[config.mk]
export PLATFORM = sky130hd
export DESIGN_NAME = if_fetch_unit
export DESIGN_NICKNAME = d
export VERILOG_FILES = /design/src/rtl/if_fetch_unit.sv
export SDC_FILE = /design/constraint.sdc
export NUM_CORES = 1
export LEC_CHECK = 0
export CAP_MARGIN = 20
export CORE_MARGIN = 8
export CORE_UTILIZATION = 41
export CTS_CLUSTER_SIZE = 20
export DETAILED_ROUTE_END_ITERATION = 16
export PLACE_DENSITY = 0.79
export SLEW_MARGIN = 20
export SYNTH_ARGS = -nofsm -noshare
export SYNTH_HDL_FRONTEND = slang
export SYNTH_SLANG_ARGS = --single-unit
[constraint.sdc]
create_clock -name clk -period 2.14 [get_ports clk]
set_input_delay 0.214 -clock clk [delete_from_list [all_inputs] [get_ports clk]]
set_output_delay 0.214 -clock clk [all_outputs]
set_load 0.02 [all_outputs]
[src/rtl/if_fetch_unit.sv]
// Instruction-fetch front end: PC register, PC+4 incrementer, branch redirect,
// combinational instruction ROM and the IF/ID pipeline register.
module if_fetch_unit #(
  parameter int          MEM_WORDS = 64,
  parameter string       INIT_FILE = "",
  parameter logic [31:0] RESET_PC  = 32'h0000_0000
) (
  input  logic        clk,
  input  logic        rst,
  input  logic        freeze,
  input  logic        flush,
  input  logic        Branch_taken,
  input  logic [31:0] BranchAddr,
  output logic [31:0] PC,
  output logic [31:0] Instruction,
  output logic [31:0] PC_Reg,
  output logic [31:0] Instruction_Reg
);

  localparam int AW = $clog2(MEM_WORDS);

  logic [31:0]   pc_q;
  logic [31:0]   pc_next;
  logic [31:0]   pc_plus4;
  logic [AW-1:0] rom_idx;
  logic          rom_hit;
  logic [31:0]   rom_word;

  // Byte-offset bits of both addresses are dropped on purpose.
  logic unused_addr_bits;
  assign unused_addr_bits = ^{BranchAddr[1:0], pc_q[1:0]};

  assign pc_plus4 = pc_q + 32'd4;
  assign rom_idx  = pc_q[AW+1:2];
  assign rom_hit  = (pc_q[31:AW+2] == '0);

  assign rom_word = 32'hE3A0_0000 + 32'(rom_idx);

  // Addresses beyond the ROM read as zero instead of aliasing.
  always_comb begin
    pc_next     = pc_plus4;
    PC          = pc_plus4;
    Instruction = rom_hit ? rom_word : 32'h0000_0000;
    if (freeze) begin
      pc_next = pc_q;
    end else if (Branch_taken) begin
      pc_next = {BranchAddr[31:2], 2'b00};
    end
  end

  always_ff @(posedge clk or negedge rst) begin
    if (!rst) begin
      pc_q <= RESET_PC;
    end else begin
      pc_q <= pc_next;
    end
  end

  // Flush has priority over freeze so a stalled slot can still be bubbled.
  always_ff @(posedge clk or negedge rst) begin
    if (!rst) begin
      PC_Reg          <= 32'h0000_0000;
      Instruction_Reg <= 32'h0000_0000;
    end else if (flush) begin
      PC_Reg          <= 32'h0000_0000;
      Instruction_Reg <= 32'h0000_0000;
    end else if (!freeze) begin
      PC_Reg          <= PC;
      Instruction_Reg <= Instruction;
    end
  end

endmodule

==> results of run 1 <==
-- sequential cells by signal (all words and copies together), names as in the netlist --
name             flops
pc_q                30
PC_Reg              31
Instruction_Reg      7
-- layer usage --
| layer | GRT usage | vias up | part of all wire |
|---|---|---|---|
| li1 | - | 2195 | - |
| met1 | 0.278 | 2388 | 0.41 |
| met2 | 0.370 | 256 | 0.49 |
| met3 | 0.0465 | 40 | 0.073 |
| met4 | 0.0937 | 0 | 0.027 |
| met5 | 0 | - | 0 |
-- layout make-up --
| type | instances | area (sq um) |
|---|---|---|
| clock buffer | 11 | 151 |
| clock inverter | 5 | 106 |
| fill | 820 | 3540 |
| inverter | 6 | 22.5 |
| multi-input combinational | 370 | 2650 |
| sequential | 68 | 1700 |
| tap | 140 | 175 |
| timing repair buffer | 258 | 2350 |
-- kinds of logic (layout without fill, tap and decap cells) --
| group | Yosys count | in the layout |
|---|---|---|
| AO/OA/AOI/OAI | 131 | 131 |
| XOR/XNOR | 14 | 14 |
| adder cells (fa/ha/maj) | 1 | 1 |
| buffers and inverters | 108 | 280 |
| flip-flops | 68 | 68 |
| multiplexers | 4 | 4 |
| other | 1 | 40 |
| AND/OR/NAND/NOR | 180 | 180 |
-- placed cells by master (no fill, tap or decap), drive strengths merged, types with 17 or more instances in the layout --
cell           instances
nand2                 37
a22oi                 18
clkdlybuf4s50         79
nor2                  33
buf                  173
nand4                 20
conb                  40
o21ai                 29
nand3                 17
dfrtp                 68
-- stage by stage --
step / power (W) / hold WS, ns
3_5_place_dp: 0.00310 / 0.239
6_report: 0.00475 / 0.367
2_1_floorplan: 0.00236 / -0.0816
4_1_cts: 0.00454 / 0.344
5_1_grt: 0.00494 / 0.402
3_3_place_gp: 0.00307 / 0.232
-- critical path, delay by kind of cell, from the launching register on --
family | cells | cell delay [ns]
simple gates | 4 | 1.16
buf+inv | 2 | 0.29
flops | 1 | 0.38
-- how the worst min path moves through the flow --
| stage | endpoint | cells after the start |
|---|---|---|
| after global routing | PC_Reg[15]$_DFFE_PN0P_ | 2 |
| after detailed placement | PC_Reg[11]$_DFFE_PN0P_ | 1 |
| after CTS | PC_Reg[30]$_DFFE_PN0P_ | 3 |
| after global placement | PC_Reg[11]$_DFFE_PN0P_ | 1 |
| after floorplan | Instruction_Reg[0]$_DFFE_PN0P_ | 0 |
| final | PC_Reg[30]$_DFFE_PN0P_ | 3 |
-- power groups by stage --
stage	sequential, W	clock [W]	combinational, W
finish	0.00155	0.00139	0.00180
global route	0.00156	0.00146	0.00191
CTS	0.00153	0.00140	0.00161
detailed placement	0.00155	0	0.00155
global placement	0.00155	0	0.00152
floorplan	0.00160	0	0.000758
-- timing repair --
action,4_1_cts,5_1_grt
gates resized for setup,222,109
buffers inserted,10,18
hold endpoints to repair,20,0
cloned,1,2
setup endpoints to repair,42,43
pin swaps,20,23
hold buffers,1,0
==> impl_metrics.toml, run 1 <==
[logic_synthesis]
synth_top_family_by_area = "simple AND/OR/NAND/NOR gates"
synth-xor-area-share = 0.0278
synth_warnings = 0
syn_area_sq_um = 4420
synth-simple-area-share = 0.219
ys_types = 54
synth_edf_count = 0
ys.flop_type = "dfrtp_1"
synth-compound-area-share = 0.212
async_flop_share = 1.00
synth_seq_area_share = 0.385
synth_area_leaders = "dfrtp_1 (39%), buf_4 (9.2%), o21ai_0 (3.3%)"
synth_common_cells = "dfrtp_1 (68), buf_4 (54), nand2_1 (37)"
synth_adder_area_share = 0.00283
yosysTopAreaCell = "dfrtp_1"
netlist.area_leader.share = 0.385
synth.most_common_cell = "dfrtp_1"
synth_cells = 507
synth.avg_cell_area_sq_um = 8.71
synth_mux_area_frac = 0.00906
yosys_register_bits = 68

[floorplan]
rows = 38
die_area_sq_um = 14400
core_area_sq_um = 10700
pin_count = 165
initial_core_util = 0.413
die_w_um = 120
die-height_um = 120

[power_and_ir_drop]
power.internal_w = 0.00310
ir_drop_mv = 0.399
p_comb_frac = 0.380
switching_share = 0.348
p_sw_w = 0.00165
p_per_area_nw_per_um2 = 663
p_seq_frac = 0.326
pwr-share-clk = 0.294
cellLeakagePower_nw = 3.12

[timing]
finalCriticalPeriod_ns = 2.42
layout_setup_ws_ns = -0.276
setup-tns-final_ns = -5.05
final_max_slew_viol_count = 0
timing.final.hold_violations = 0
fin_crit_sh = 1.13
rsz0062_at_grt = "true"
skew_ns = 0.0132
slew_headroom = 0.618
worstMarginPinSlew_ns = 0.572
fmax_mhz = 414
finalSetupViolCount = 30

[routing]
initialDrtViolationCount = 438
routedWlPerCell_um = 19.9
post-route-drc-count = 0
ant_nets = 0
drt_wl_total_um = 17000
via_per_inst = 5.69
vias = 4879
drt_first_pass_iters = 5

[critical_path]
crit_path_max_incr_delay_ns = 0.60
crit_slowest_cell = "or4_4"
crit_path_start_kind = "register"
rr_worst_depth = 6
worst-setup-path-type = "reg2out"
reg2reg_slack_ns = 0.05
cp-end-kind = "output pin"
r2r-end = "pc_q[21]$_DFFE_PN0N_"
r2r_start = "pc_q[12]$_DFFE_PN0N_"
path_max_fanout = 12
cp_data_required_time_ns = 1.93
cp-endpoint = "PC[27]"
worstPathArrival_ns = 2.20
startpoint = "pc_q[12]$_DFFE_PN0N_"
crit_chain = "nand3_2 > or4_4 > buf_12 > or3_4 > nand2_2 > buf_6"

[cells_and_area]
final_layout_size_suffix_gt1_frac = 0.366
antennaDiodeCount = 0
final_util = 0.669
final_nets = 751
syn_to_final_growth_pct = 62.0
final_cell_area_sq_um = 7160
finalNonFillerCells = 858

[run_status]
outcome = "finished with violations"
violations = "negative setup slack"

[clock_network]
cts_tree = "yes"
root_buffer = "clkbuf_8"
cts.htree.levels = 3
clk_pin_slew_worst_paths_ns = 0.09
clk_latency_ns = 0.37
cts_max_path_buffers = 2
cts_sinks = 68
numCtsBuffers = 9

[run]
maxCapViolCount = 0

[placed_design]
placed_area_sq_um = 6180
place_ws_ns = -0.448
dp.cells = 812
place.gp.congestion = 0.897
numPortBuffers = 122
dp_hpwl_um = 11700

[grt]
overflow = 0
grt_pass1_wl_um = 25900
grt_usage = 0.224
antenna_found_initial = 0
grt_max_degree = 48
grt_pass1_vias = 4916

[min_path]
hp-class = "in2reg"
hold_start = "freeze"
No activity file was read; power rests on OpenSTA's default activity.
==> run 2: changes to the inputs <==
Settings changed: CORE_ASPECT_RATIO from default to 0.8, SLEW_MARGIN 20 to default.
==> impl_metrics.toml, run 2 (synthesized netlist as in run 1, its figures left out) <==
[routing]
ant_nets = 0
via_per_inst = 5.70
initialDrtViolationCount = 435
drt_wl_total_um = 16800
post-route-drc-count = 0
vias = 4848
drt_first_pass_iters = 5
routedWlPerCell_um = 19.8

[floorplan]
core_area_sq_um = 10700
die_w_um = 132
initial_core_util = 0.414
pin_count = 165
rows = 34
die-height_um = 109
die_area_sq_um = 14400

[clock_network]
cts_sinks = 68
clk_latency_ns = 0.34
numCtsBuffers = 9
cts_tree = "yes"
clk_pin_slew_worst_paths_ns = 0.06
root_buffer = "clkbuf_16"
cts_max_path_buffers = 2
cts.htree.levels = 3

[critical_path]
worst-setup-path-type = "reg2out"
r2r-end = "pc_q[27]$_DFFE_PN0N_"
rr_worst_depth = 6
crit_path_start_kind = "register"
r2r_start = "pc_q[12]$_DFFE_PN0N_"
reg2reg_slack_ns = -0.07
worstPathArrival_ns = 2.21
cp_data_required_time_ns = 1.93
cp-end-kind = "output pin"
path_max_fanout = 7

[placed_design]
dp_hpwl_um = 11500
place.gp.congestion = 0.899
numPortBuffers = 122

[power_and_ir_drop]
cellLeakagePower_nw = 3.10
switching_share = 0.351
power.internal_w = 0.00311
pwr-share-clk = 0.312
ir_drop_mv = 0.430
power.total_w = 0.00480
p_seq_frac = 0.321
p_sw_w = 0.00168
p_comb_frac = 0.367
p_per_area_nw_per_um2 = 677

[run]
maxCapViolCount = 0

[timing]
layout_setup_ws_ns = -0.284
finalCriticalPeriod_ns = 2.42
setup-tns-final_ns = -3.66
finalSetupViolCount = 30
timing.final.hold_violations = 0
final_max_slew_viol_count = 0
fmax_mhz = 413
rsz0062_at_grt = "true"
skew_ns = 0.00923
fin_crit_sh = 1.13

[grt]
grt_pass1_wl_um = 25700
met1_usage = 0.289
busiest_layer = "met2"
overflow = 0
grt_pass1_vias = 4812
grt_max_degree = 66
grt_usage = 0.221
grt_use_met3 = 0.0649
gr-usage-met2 = 0.350
antenna_found_initial = 0

[cells_and_area]
final_nets = 740
syn_to_final_growth_pct = 60.5
layout_commonest_cell = "buf_4"
n_fill_cell = 801
top_regs = "PC_Reg: 31 flops, pc_q: 30 flops, Instruction_Reg: 7 flops"
final_cell_mix = "buf_4 (113), clkdlybuf4s50_1 (79), dfrtp_1 (68), conb_1 (40), buf_6 (32)"
final_layout_size_suffix_gt1_frac = 0.352
antennaDiodeCount = 0
top_register = "PC_Reg"
largest_register_ffs = 31

[run_status]
outcome = "finished with violations"
violations = "negative setup slack"

[min_path]
hp-class = "in2async"
==> run 2: cell types whose count changed in the layout (fill, tap and decap cells not counted), moves of 5 or more <==
cell       previous run  this run
buf_2                 4         9
buf_4               126       113
buf_6                38        32
clkbuf_16             1         9
clkbuf_8             11         0
o21ai_0              23        17
==> run 2: worst max-delay path, stage by stage, from the launching register on <==
cell and delay, ns:
dfrtp_1 0.37, nand3_2 0.11, or4_4 0.63, buf_12 0.18
or3_4 0.37, nand2_2 0.08, buf_6 0.11
==> run 2: power groups by stage <==
stage / clock network (W) / logic (W) / registers (W)
after global placement: 0 / 0.00153 / 0.00154
final: 0.00150 / 0.00176 / 0.00154
after CTS: 0.00150 / 0.00160 / 0.00153
after detailed placement: 0 / 0.00155 / 0.00154
after floorplan: 0 / 0.000758 / 0.00160
after global routing: 0.00156 / 0.00188 / 0.00155
==> run 2: timing repair <==
item / CTS / global route
setup endpoints to repair: 42 / 51
hold buffers: 1 / 0
endpoints found under the hold margin: 13 / 0
buffers inserted: 10 / 13
cloned: 4 / 0
resized for setup: 230 / 80
pin swaps: 17 / 29
==> run 2: per-stage QoR <==
| step | cells | area (sq um) | setup WS [ns] | utilization | hold slack [ns] |
|---|---|---|---|---|---|
| after floorplan | 546 | 4570 | 0.0170 | - | -0.0816 |
| after global placement | 810 | 6140 | -0.352 | 0.575 | 0.145 |
| after detailed placement | 810 | 6140 | -0.400 | 0.575 | 0.155 |
| after CTS | 841 | 6730 | -0.252 | 0.630 | 0.335 |
| after global routing | 851 | 7090 | -0.334 | 0.664 | 0.392 |
| final | 851 | 7090 | -0.284 | 0.664 | 0.336 |
==> run 2: layer usage <==
metal,part of all wire,wire length (um)
met2,0.47,7960
met4,0.016,270
met5,0,0
met3,0.086,1440
met1,0.42,7150
==> run 2: worst max-delay path by stage <==
| stage | to | slack [ns] | from | cells past startpoint |
|---|---|---|---|---|
| 3_3_place_gp | PC[25] | -0.35 | pc_q[13]$_DFFE_PN0N_ | 5 |
| 2_1_floorplan | PC[26] | 0.02 | pc_q[3]$_DFFE_PN0N_ | 6 |
| 3_5_place_dp | PC[27] | -0.40 | pc_q[13]$_DFFE_PN0N_ | 6 |
| 5_1_grt | PC[28] | -0.33 | pc_q[3]$_DFFE_PN0N_ | 7 |
| 6_report | PC[27] | -0.28 | pc_q[12]$_DFFE_PN0N_ | 6 |
| 4_1_cts | PC[27] | -0.25 | pc_q[9]$_DFFE_PN0N_ | 6 |
==> run 2: layout make-up <==
cell class	count	area, sq um	area share
multi-input cells	370	2620	0.370
repair buffers	247	2270	0.320
flip-flops and latches	68	1700	0.240
clock buffers	10	229	0.0323
well taps	144	180	0.0254
clock inverters	6	65.1	0.00918
inverters	6	22.5	0.00318
==> run 3: changes to the inputs <==
--- a/config.mk
+++ b/config.mk
@@ -7,8 +7,6 @@
 export LEC_CHECK = 0
 export CAP_MARGIN = 20
-export CORE_ASPECT_RATIO = 0.8
 export CORE_MARGIN = 8
 export CORE_UTILIZATION = 41
-export CTS_CLUSTER_SIZE = 20
 export DETAILED_ROUTE_END_ITERATION = 16
 export PLACE_DENSITY = 0.79
==> constraint.sdc (replaced) <==
create_clock -name clk -period 2.14 [get_ports clk]
set_input_delay 0.214 -clock clk [delete_from_list [all_inputs] [get_ports clk]]
set_output_delay 0.214 -clock clk [all_outputs]
set_load 0.01 [all_outputs]
==> impl_metrics.toml, run 3 (synthesized netlist as in run 1, its figures left out) <==
[run_status]
outcome = "finished with violations"
violations = "negative setup slack"

[grt]
overflow = 0
grt_pass1_wl_um = 26400
grt_max_degree = 48
grt_pass1_vias = 5006
grt_usage = 0.227
antenna_found_initial = 0

[routing]
wl_met1_um = 7090
top_layer_used = "met4"
route.met3.wl_um = 1370
routedWlPerCell_um = 20.5
vias = 5082
wl_met2_um = 8810
drt_wl_total_um = 17900
initialDrtViolationCount = 448
drt_first_pass_iters = 5
via_per_inst = 5.83
ant_nets = 0
post-route-drc-count = 0

[clock_network]
clk_pin_slew_worst_paths_ns = 0.07
cts_sinks = 68
root_buffer = "clkbuf_8"
clk_latency_ns = 0.36
cts.htree.levels = 3
cts_max_path_buffers = 2
cts_tree = "yes"
numCtsBuffers = 9

[power_and_ir_drop]
p_sw_w = 0.00150
ir_drop_mv = 0.404
power.internal_w = 0.00271
switching_share = 0.357
p_seq_frac = 0.370
pwr-share-clk = 0.238
cellLeakagePower_nw = 3.19
p_per_area_nw_per_um2 = 585
p_comb_frac = 0.392

[floorplan]
core_area_sq_um = 10700
die_w_um = 120
die_area_sq_um = 14400
die-height_um = 120
pin_count = 165
rows = 38
initial_core_util = 0.413

[timing]
finalCriticalPeriod_ns = 2.56
rsz0062_at_grt = "true"
skew_ns = 0.0145
timing.final.hold_violations = 0
slew_headroom = 0.616
fin_crit_sh = 1.19
final_max_slew_viol_count = 0
worstMarginPinSlew_ns = 0.576
fmax_mhz = 391
layout_setup_ws_ns = -0.415
finalSetupViolCount = 30

[placed_design]
dp_hpwl_um = 11300
place_ws_ns = -0.349
numPortBuffers = 122
placed_area_sq_um = 6100
place.gp.congestion = 0.913

[cells_and_area]
largest_register_ffs = 31
syn_to_final_growth_pct = 63.0
top_regs = "PC_Reg: 31 flops, pc_q: 30 flops, Instruction_Reg: 7 flops"
final_nets = 764
final_cell_area_sq_um = 7200
final_cell_mix = "buf_4 (113), clkdlybuf4s50_1 (79), dfrtp_1 (65), buf_6 (46), conb_1 (40)"
top_register = "PC_Reg"
n_fill_cell = 784
layout_commonest_cell = "buf_4"
antennaDiodeCount = 0
final_layout_size_suffix_gt1_frac = 0.382

[critical_path]
crit_path_max_incr_delay_ns = 0.60
startpoint = "pc_q[8]$_DFFE_PN0N_"
worstPathArrival_ns = 2.34
crit_slowest_cell = "or4_4"
cp-end-kind = "output pin"
reg2reg_slack_ns = 0
crit_chain = "nand4_1 > or4_4 > buf_6 > o31a_1 > or2_4 > buf_6"
rr_worst_depth = 8
critPathMostFrequentCell = "buf_6"
worst-setup-path-type = "reg2out"
crit_path_start_kind = "register"
r2r_start = "pc_q[2]$_DFFE_PN0N_"
path_max_fanout = 4
cp_data_required_time_ns = 1.93

[run]
maxCapViolCount = 0

[min_path]
hp-class = "in2async"
-- run 3: cell count changes in the layout (fill, tap and decap cells not counted), sizes merged --
| cell | before | now |
|---|---|---|
| clkdlybuf4s15 | 5 | 2 |
| dlygate4sd2 | 2 | 1 |
| clkinvlp | 1 | 0 |
| buf | 159 | 184 |
| clkbuf | 10 | 15 |
| bufinv | 1 | 0 |
-- run 3: worst paths after layout --
path / to
max reg2reg: pc_q[22]$_DFFE_PN0N_
min in group clk: PC_Reg[6]$_DFFE_PN0P_
max: PC[25]
min: Instruction_Reg[1]$_DFFE_PN0P_
min reg2reg: Instruction_Reg[2]$_DFFE_PN0P_
max in group asynchronous: PC_Reg[24]$_DFFE_PN0P_
-- run 3: critical path, delay by kind of cell, from the launching register on --
family          cells  cell delay (ns)
buf+inv             2             0.28
compound gates      1             0.27
flops               1             0.39
simple gates        3             1.03
-- run 3: through the flow --
stage / TNS (ns) / total power [W] / std cells / hold slack [ns] / utilization
after detailed placement: -6.19 / 0.00292 / 804 / 0.233 / 0.570
after floorplan: 0 / 0.00221 / 546 / -0.0816 / -
after global placement: -5.70 / 0.00289 / 804 / 0.234 / 0.570
after global routing: -9.28 / 0.00439 / 871 / 0.406 / 0.673
final: -7.24 / 0.00421 / 871 / 0.388 / 0.673
after CTS: -5.63 / 0.00401 / 859 / 0.360 / 0.640
-- run 3: cell type report --
cell class	count	area, sq um	area share
Sequential cell	68	1710	0.237
Multi-Input combinational cell	370	2690	0.373
Clock buffer	12	155	0.0215
Inverter	6	22.5	0.00313
Timing Repair Buffer	271	2430	0.338
Clock inverter	4	23.8	0.00330
Tap cell	140	175	0.0243
-- run 3: what timing repair did --
item                       in CTS  in global routing
gates cloned                    4                  0
gates resized for setup       225                 82
buffers inserted               35                 20
hold buffers                    1                  0
pin swaps                      18                 34
hold endpoints to repair       22                  0
setup endpoints to repair      42                 58
-- run 3: power groups by stage --
stage	logic [W]	registers [W]	clock network (W)
after floorplan	0.000647	0.00156	0
after global placement	0.00134	0.00154	0
after detailed placement	0.00137	0.00155	0
after CTS	0.00147	0.00153	0.00101
after global routing	0.00176	0.00157	0.00106
final	0.00165	0.00156	0.00100
-- run 3: metal layers --
| layer | up-vias | track usage |
|---|---|---|
| met1 | 2503 | 0.286 |
| met5 | - | 0 |
| li1 | 2229 | - |
| met3 | 61 | 0.0442 |
| met4 | 0 | 0.108 |
| met2 | 289 | 0.370 |
